--- src/rtl/eth_frame_tx.sv ---
// Ethernet frame generator: buffers one payload from a valid/ready byte stream, then
// emits preamble, SFD, MACs, length, payload and a 4-byte LRC FCS one byte per cycle.
module eth_frame_tx #(
    parameter logic [47:0] DEST_MAC_ADDR = 48'h00_0a_95_9d_68_16,
    parameter logic [47:0] SRC_MAC_ADDR  = 48'h02_00_00_00_00_01,
    parameter int          MAX_PAYLOAD   = 64,
    parameter int          IFG_CYCLES    = 4
) (
    input  logic       clk,
    input  logic       rst,
    input  logic [7:0] in_data,
    input  logic       in_valid,
    input  logic       in_last,
    output logic       in_ready,
    input  logic       bad_fcs,
    input  logic       sink_ready,
    output logic [7:0] tx_data,
    output logic       tx_start,
    output logic       busy,
    output logic       tx_done,
    output logic       trunc
);

    localparam int AW = $clog2(MAX_PAYLOAD);
    localparam int CW = AW + 1;

    function automatic logic [7:0] mac_sum(input logic [47:0] mac);
        logic [7:0] s;
        s = 8'd0;
        for (int i = 0; i < 6; i++) s = s + mac[8*i +: 8];
        return s;
    endfunction

    function automatic logic [7:0] mac_byte(input logic [47:0] mac, input logic [2:0] idx);
        logic [47:0] sh;
        sh = mac << {idx, 3'b000};
        return sh[47:40];
    endfunction

    localparam logic [7:0] HDR_SUM = mac_sum(DEST_MAC_ADDR) + mac_sum(SRC_MAC_ADDR);

    typedef enum logic [3:0] {
        S_LOAD, S_WAIT, S_PRE, S_SFD, S_DST, S_SRC, S_LEN, S_PL, S_FCS, S_GAP
    } state_t;

    state_t        state, nxt_state;
    logic [15:0]   cnt, nxt_cnt;
    logic [CW-1:0] count;
    logic [CW-1:0] n;
    logic [15:0]   n16;
    logic [7:0]    sum;
    logic          bad_lat;
    logic [7:0]    mem [MAX_PAYLOAD];
    logic          xfer, full_xfer, close_xfer;
    logic [7:0]    fcs_byte, nxt_byte, s_total;

    assign in_ready   = (state == S_LOAD) && (count < CW'(MAX_PAYLOAD));
    assign xfer       = in_valid && in_ready;
    assign full_xfer  = xfer && (count == CW'(MAX_PAYLOAD - 1));
    assign close_xfer = xfer && (in_last || full_xfer);
    assign n16        = 16'(n);

    // LRC: two's complement of the byte sum over header-after-SFD and payload.
    assign s_total  = HDR_SUM + n16[15:8] + n16[7:0] + sum;
    assign fcs_byte = bad_lat ? ~(~s_total + 8'd1) : (~s_total + 8'd1);

    always_comb begin
        nxt_state = state;
        case (state)
            S_LOAD: if (close_xfer) nxt_state = S_WAIT;
            S_WAIT: if (sink_ready) nxt_state = S_PRE;
            S_PRE:  if (cnt == 16'd6) nxt_state = S_SFD;
            S_SFD:  nxt_state = S_DST;
            S_DST:  if (cnt == 16'd5) nxt_state = S_SRC;
            S_SRC:  if (cnt == 16'd5) nxt_state = S_LEN;
            S_LEN:  if (cnt == 16'd1) nxt_state = S_PL;
            S_PL:   if (cnt == n16 - 16'd1) nxt_state = S_FCS;
            S_FCS:  if (cnt == 16'd3) nxt_state = S_GAP;
            S_GAP:  if (cnt == 16'(IFG_CYCLES - 1)) nxt_state = S_LOAD;
            default: nxt_state = S_LOAD;
        endcase
        nxt_cnt = (nxt_state != state) ? 16'd0 : cnt + 16'd1;
    end

    // Output bytes are registered from the next state, so tx_data lines up with state.
    always_comb begin
        nxt_byte = 8'h00;
        case (nxt_state)
            S_PRE:   nxt_byte = 8'hAA;
            S_SFD:   nxt_byte = 8'hAB;
            S_DST:   nxt_byte = mac_byte(DEST_MAC_ADDR, nxt_cnt[2:0]);
            S_SRC:   nxt_byte = mac_byte(SRC_MAC_ADDR, nxt_cnt[2:0]);
            S_LEN:   nxt_byte = (nxt_cnt == 16'd0) ? n16[15:8] : n16[7:0];
            S_PL:    nxt_byte = mem[nxt_cnt[AW-1:0]];
            S_FCS:   nxt_byte = fcs_byte;
            default: nxt_byte = 8'h00;
        endcase
    end

    always_ff @(posedge clk or posedge rst) begin
        if (rst) begin
            state    <= S_LOAD;
            cnt      <= 16'd0;
            tx_data  <= 8'h00;
            tx_start <= 1'b0;
            busy     <= 1'b0;
            tx_done  <= 1'b0;
            trunc    <= 1'b0;
            count    <= '0;
            n        <= '0;
            sum      <= 8'h00;
            bad_lat  <= 1'b0;
        end else begin
            state    <= nxt_state;
            cnt      <= nxt_cnt;
            tx_data  <= nxt_byte;
            tx_start <= (state == S_WAIT) && (nxt_state == S_PRE);
            busy     <= (nxt_state != S_LOAD);
            tx_done  <= (state == S_FCS) && (nxt_state == S_GAP);
            trunc    <= full_xfer && !in_last;
            if (xfer) begin
                count <= count + CW'(1);
                sum   <= sum + in_data;
            end
            if (close_xfer) n <= count + CW'(1);
            if (state == S_WAIT && sink_ready) bad_lat <= bad_fcs;
            if (state == S_GAP && nxt_state == S_LOAD) begin
                count <= '0;
                sum   <= 8'h00;
            end
        end
    end

    // NOTE: the payload buffer has no reset; every byte read is written first in LOAD,
    // and a resettable array would cost a clear path on every entry.
    always_ff @(posedge clk) begin
        if (xfer) mem[count[AW-1:0]] <= in_data;
    end

endmodule

--- config.mk ---
export PLATFORM = sky130hd
export DESIGN_NAME = eth_frame_tx
export DESIGN_NICKNAME = d
export VERILOG_FILES = /design/src/rtl/eth_frame_tx.sv
export SDC_FILE = /design/constraint.sdc
export NUM_CORES = 1
export LEC_CHECK = 0
export ABC_AREA = 1
export BUFFER_PORTS_ARGS = -buffer_cell sky130_fd_sc_hd__buf_2
export CAP_MARGIN = 20
export CORE_MARGIN = 8
export CORE_UTILIZATION = 45
export DETAILED_ROUTE_END_ITERATION = 10
export PLACE_DENSITY = 0.67
export SLEW_MARGIN = 40
export SYNTH_ARGS = -nofsm -noshare
export SYNTH_HDL_FRONTEND = slang
export SYNTH_SLANG_ARGS = --single-unit
--- constraint.sdc ---
create_clock -name clk -period 4.9 [get_ports clk]
set_input_delay 0 -clock clk [delete_from_list [all_inputs] [get_ports clk]]
set_output_delay 0 -clock clk [all_outputs]
set_load 0.05 [all_outputs]
==> results.yml, run 1 <==
timing:
  hold_viol: 0
  setup_tns_ns: 0
  rsz0062_at_grt: "no"
  finalSetupViolCount: 0
  fmax_mhz: 223
  worst_pin_slew_ns: 0.949
  drv_slew: 0
  finClkSkew_ns: 0.0274
  slew_headroom_pct: 36.7
  fin_crit_sh_pct: 91.4
  fin_crit_ns: 4.48
  holdWs_ns: 0.0687
power_and_ir_drop:
  power.total_mw: 18.6
  swShare_pct: 42.7
  power.switching_mw: 7.94
  ir_worst_vdd_mv: 0.764
  pwr_density_cell_nw_per_um2: 656
  clkPwrFrac_pct: 24.5
  intPower_mw: 10.6
  pwr-share-seq_pct: 30.6
  p_comb_share_pct: 44.8
  leakagePower_nw: 10.8
synth:
  synth.distinct_cells: 42
  synth_edf_count: 512
  yosysTopAreaCell: "edfxtp_1"
  yosys.cell_count.top_type: "nand2_1"
  synthCells: 2399
  synthFlopType: "edfxtp_1"
  synthesis.nets: 2444
  syn_area_sq_um: 25300
  yosysWarningCount: 0
  synth.area.top_cells: "edfxtp_1, nand2_1, nand3_1"
  synth_seq_area_share_pct: 66.1
  ys_async_sr_fraction_pct: 9.70
  ys_seq_elements: 567
  avgSynthCellArea_sq_um: 10.6
  synth_common_cells: "nand2_1, edfxtp_1, nand3_1"
  yosysTopAreaCellShare_pct: 60.7
routing:
  drt_pass1_iterations: 8
  num_vias: 18170
  wl_per_cell_um: 21.7
  routed_wl_mm: 69.5
  drc: 0
  viasPerCell: 5.66
  first_iter_violations: 2230
  ant_nets: 0
cts:
  cts_buffer_depth: 3
  cts_root_buf: "clkbuf_16"
  numCtsBuffers: 58
  ctsHoldBuffers: 13
  cts.clk_slew.worst_paths_ns: 0.07
  cts_num_sinks: 567
  cts.repair.resized: 0
  cts_tree: "yes"
  post_cts_buffers: 0
  h-tree-depth: 2
  clock_latency_ns: 0.62
run:
  drv_cap: 0
global_routing:
  grtUsageTotal_pct: 21.7
  overflow: 0
  grt_first_pass_wirelength_mm: 107
  grt_max_degree: 170
  grt_pass1_vias: 17324
  antenna_found_initial: 3
critical_path:
  crit_path_end_kind: "flop"
  required_ns: 5.45
  path_class: "reg2reg"
  critical_path.max_fanout: 60
  cpLargestDelayFamily: "simple AND/OR/NAND/NOR gates"
  cp.arrival_ns: 5.03
  start_kind: "flop"
  crit_path_max_incr_delay_ns: 0.60
  path_buf_inv: 3
  cpMaxStageDelayCell: "buf_4"
  crit_top_cell: "nand2_1"
worst_hold_path:
  hold_class: "in2async"
cells_and_area:
  areaGrowthSynthToFinish_pct: 11.8
  regArea_sq_um: 16800
  fin_nets: 2454
  drive_above_1_share_pct: 9.09
  multi_input_area_sq_um: 7420
  layout.cells.non_filler: 3208
  final_cell_area_sq_um: 28300
  n_antenna_cell: 0
  fillCellCount: 4850
floorplanning:
  die_h_um: 253
  initial_core_util_pct: 45.2
  die_area_sq_um: 64200
  rows: 87
  ioPinCount: 27
  coreArea_sq_um: 56100
  die_w_um: 253
place:
  portBuffers: 26
  place.gp.congestion: 0.889
  dp_hpwl_mm: 43.5
  dpl_cell_area_sq_um: 26200
  dp_cells: 3092
run_status:
  status: "finished clean"
-- area by class of cell --
class	count	area share, %
well taps	756	3.34
clock inverters	31	1.47
inverters	188	2.51
clock buffers	72	5.38
multi-input cells	1525	26.2
repair buffers	69	2.04
flip-flops and latches	567	59.1
-- registers in the layout (all words and copies together), names as in the netlist, 4 cells and up --
signal / count
sum: 8
count: 7
state: 4
cnt: 16
mem: 512
n: 7
tx_data: 8
-- power groups by stage --
stage / sequential, mW / combinational, mW / clock, mW
floorplan: 5.77 / 5.86 / 0
global route: 5.71 / 9.19 / 4.78
detailed placement: 5.79 / 8.19 / 0
global placement: 5.79 / 8.06 / 0
finish: 5.69 / 8.33 / 4.56
CTS: 5.69 / 8.26 / 4.61
-- worst min-delay path: stages --
cell and delay, ns:
dlygate4sd3_1 0.53, buf_2 0.12, inv_2 0.04, buf_6 0.45
-- placed cells by master (no fill, tap or decap), types with 3 or more instances in the layout --
cell type,n
edfxtp_1,512
nand2_2,5
nand3_1,439
inv_2,11
clkbuf_1,13
nand2_1,618
dfrtp_1,55
nor2_4,3
nand4_1,55
clkinv_2,10
inv_1,173
a32oi_1,3
a21oi_1,42
buf_2,25
xnor2_1,10
buf_12,7
clkbuf_16,59
nor2_2,41
o21ai_0,18
dlygate4sd3_1,13
or2_2,5
o211ai_1,16
buf_4,23
ha_1,29
o21ai_1,9
nor2_1,150
nand3_2,4
bufinv_16,10
xor2_1,26
nor3_1,22
clkinv_1,8
nand2_4,3
a22oi_1,6
nand3_4,3
-- kinds of logic (layout without fill, tap and decap cells) --
group           Yosys count  count (layout)  synth area share, %
xor+xnor                 36              36                 1.24
buf+inv                 307             360                 5.09
compound gates          102             102                 2.34
fa+ha+maj                31              31                 1.59
flops                   567             567                 66.1
simple gates           1356            1356                 23.6
-- metrics by stage --
| stage | util (%) | worst slack [ns] |
|---|---|---|
| after global routing | 50.6 | 0.0609 |
| after floorplan | - | 1.47 |
| final | 50.6 | 0.421 |
| after CTS | 50.5 | 0.527 |
| after global placement | 46.6 | 0.581 |
| after detailed placement | 46.8 | 0.574 |
-- metal layers --
layer | wire (um) | share of wire, % | vias to the layer above | global-route usage, %
li1 | - | - | 8265 | -
met3 | 6040 | 8.7 | 163 | 3.82
met1 | 28700 | 41 | 8860 | 30.1
met2 | 32000 | 46 | 882 | 33.8
met4 | 2790 | 4.0 | 0 | 8.91
met5 | 0 | 0 | - | 0
-- path summary, 6_finish.rpt --
path                                    start                   end  slack, ns  cells past startpoint
max in group asynchronous                 rst  tx_data[7]$_DFF_PP0_       4.40                      4
min reg2reg                sum[0]$_DFFE_PP0P_    sum[0]$_DFFE_PP0P_       0.52                      2
max reg2reg                  n[0]$_DFFE_PP0P_  tx_data[4]$_DFF_PP0_       0.42                     25
max                          n[0]$_DFFE_PP0P_  tx_data[4]$_DFF_PP0_       0.42                     25
min in group clk                   in_data[5]    sum[5]$_DFFE_PP0P_       0.07                      5
min                                       rst        busy$_DFF_PP0_       0.07                      4
Note: power is estimated with default switching activity, not from simulation.
==> run 2: changes to the inputs <==
clock period = 5.5 ns   (was 4.9 ns; I/O delays follow)
==> run 2 against run 1 <==
  * First-iteration DRC count fell by 3.4%
  * Clock power fell by 16%
  * Core utilization fell by 0.21 points
  * Sequential cell count did not move
  * Routed wire length fell by 1.9%
  * Final area fell by 0.41%
  * Combinational power fell by 8.5%
  * Sequential share of layout area rose by 0.25 points
  * Via count fell by 1.2%
  * Cell count rose by 0.12%
  * Critical path type unchanged
==> results.yml, run 2 (synthesis results as in run 1) <==
run_status:
  status: "finished clean"
cts:
  numCtsBuffers: 57
  cts_num_sinks: 567
  h-tree-depth: 2
  clock_latency_ns: 0.63
  cts_buffer_depth: 3
  cts.clk_slew.worst_paths_ns: 0.06
  cts_root_buf: "clkbuf_16"
  post_cts_buffers: 0
  cts_tree: "yes"
place:
  dp_cells: 3093
  dp_hpwl_mm: 42.5
  portBuffers: 26
  place.gp.congestion: 0.918
cells_and_area:
  fin_nets: 2452
  regArea_sq_um: 16800
  final_common_cell: "nand2_1"
  layout_common_cells: "nand2_1, edfxtp_1, nand3_1, inv_1, nor2_1"
  largest_reg_flops: 512
  multi_input_area_sq_um: 7390
  areaGrowthSynthToFinish_pct: 11.4
  fillCellCount: 4857
  layout.cells.non_filler: 3212
  drive_above_1_share_pct: 8.71
  n_antenna_cell: 0
power_and_ir_drop:
  leakagePower_nw: 10.8
  pwr-share-seq_pct: 30.6
  pwr_density_cell_nw_per_um2: 585
  clkPwrFrac_pct: 23.3
  swShare_pct: 43.9
  p_comb_share_pct: 46.1
  power.switching_mw: 7.25
  intPower_mw: 9.27
  ir_worst_vdd_mv: 0.566
timing:
  rsz0062_at_grt: "no"
  setup_tns_ns: 0
  fmax_mhz: 227
  fin_crit_sh_pct: 79.9
  fin_crit_ns: 4.40
  hold_viol: 0
  drv_slew: 0
  finalSetupViolCount: 0
  finClkSkew_ns: 0.0245
  slew_headroom_pct: 42.6
  worst_pin_slew_ns: 0.858
critical_path:
  critical_path.max_fanout: 59
  crit_path_end_kind: "flop"
  start_kind: "flop"
  path_class: "reg2reg"
  cp.arrival_ns: 4.96
  required_ns: 6.06
global_routing:
  overflow: 0
  grtUsageMet2_pct: 32.6
  grt_first_pass_wirelength_mm: 105
  grtUsageTotal_pct: 21.2
  top_usage_layer: "met2"
  grt_pass1_vias: 17227
  grt_max_degree: 170
  antenna_found_initial: 1
  met1_usage_pct: 29.3
  grt.met3_usage_pct: 4.70
run:
  drv_cap: 0
routing:
  wl_per_cell_um: 21.2
  num_vias: 17944
  drt_pass1_iterations: 5
  drc: 0
  viasPerCell: 5.59
  routed_wl_mm: 68.2
  first_iter_violations: 2155
  ant_nets: 0
floorplanning:
  coreArea_sq_um: 56100
  die_w_um: 253
  rows: 87
  initial_core_util_pct: 45.2
  ioPinCount: 27
  die_area_sq_um: 64200
  die_h_um: 253
worst_hold_path:
  hold_class: "in2reg"
-- run 2: cell count changes in the layout (fill, tap and decap cells not counted), moves of 2 or more --
cell and delta:
clkinv_1 +13, nor2_1 +8, nor2_2 -8, clkbuf_1 -7, bufinv_16 -4, buf_4 -2, clkbuf_16 -2, clkinv_8 +2
clkinvlp_4 +2, dlygate4sd3_1 -2
-- run 2: layer usage --
layer,wire length [um],vias up,share of wire (%)
met4,2420,0,3.5
met3,6860,146,10
li1,-,8273,-
met5,0,-,0
met2,31000,879,45
met1,28000,8646,41
-- run 2: area by class of cell --
type	instances	area share (%)
clock buffers	63	5.13
repair buffers	68	2.06
multi-input cells	1525	26.2
clock inverters	45	1.41
inverters	188	2.52
well taps	756	3.35
flip-flops and latches	567	59.3
-- run 2: path summary, 6_finish.rpt --
check | from | endpoint | slack [ns] | depth (start not counted)
worst max register to register | n[0]$_DFFE_PP0P_ | tx_data[5]$_DFF_PP0_ | 1.10 | 25
worst min-delay path | in_valid | count[0]$_DFFE_PP0P_ | 0.07 | 7
worst max-delay path | n[0]$_DFFE_PP0P_ | tx_data[5]$_DFF_PP0_ | 1.10 | 25
min in group asynchronous | rst | bad_lat$_DFFE_PP0P_ | 0.12 | 4
max in group asynchronous | rst | cnt[0]$_DFF_PP0_ | 4.85 | 4
worst min register to register | sum[0]$_DFFE_PP0P_ | sum[0]$_DFFE_PP0P_ | 0.52 | 2
-- run 2: what timing repair did --
action,4_1_cts,5_1_grt
hold buffers,11,0
hold endpoints to repair,134,0
resized for setup,0,0
-- run 2: power groups by stage --
stage | clock, mW | combinational, mW | sequential, mW
after floorplan | 0 | 5.22 | 5.14
after global placement | 0 | 7.41 | 5.14
after detailed placement | 0 | 7.48 | 5.14
after CTS | 3.89 | 7.54 | 5.05
after global routing | 4.04 | 8.35 | 5.08
final | 3.85 | 7.62 | 5.06
-- run 2: metrics by stage --
stage	setup slack [ns]	power, mW	cell area (sq um)	util [%]	hold slack, ns
after CTS	1.17	16.5	28200	50.2	0.0351
after global routing	0.816	17.5	28200	50.4	0.122
after detailed placement	1.20	12.6	26200	46.8	0.232
after global placement	1.25	12.5	26200	46.7	0.229
final	1.10	16.5	28200	50.4	0.0652
after floorplan	2.07	10.4	25300	-	0.0735
-- run 2: critical path, cell delays in order, from the launching register on --
cell      delay (ns)
dfrtp_1         0.40
inv_1           0.24
ha_1            0.30
nand2_1         0.13
nor2_1          0.19
nand2_1         0.07
nand2_1         0.06
nand2_1         0.04
nor2_1          0.10
nand3_1         0.11
nand2_2         0.13
nand3_1         0.13
nand2_4         0.33
nand3_4         0.18
clkinv_2        0.35
buf_12          0.31
nand2_1         0.09
nand3_1         0.12
nand3_1         0.10
nand3_1         0.10
nand2_1         0.06
nand2_1         0.05
nand2_1         0.05
nor2_1          0.41
nand2_1         0.11
nand2_1         0.08
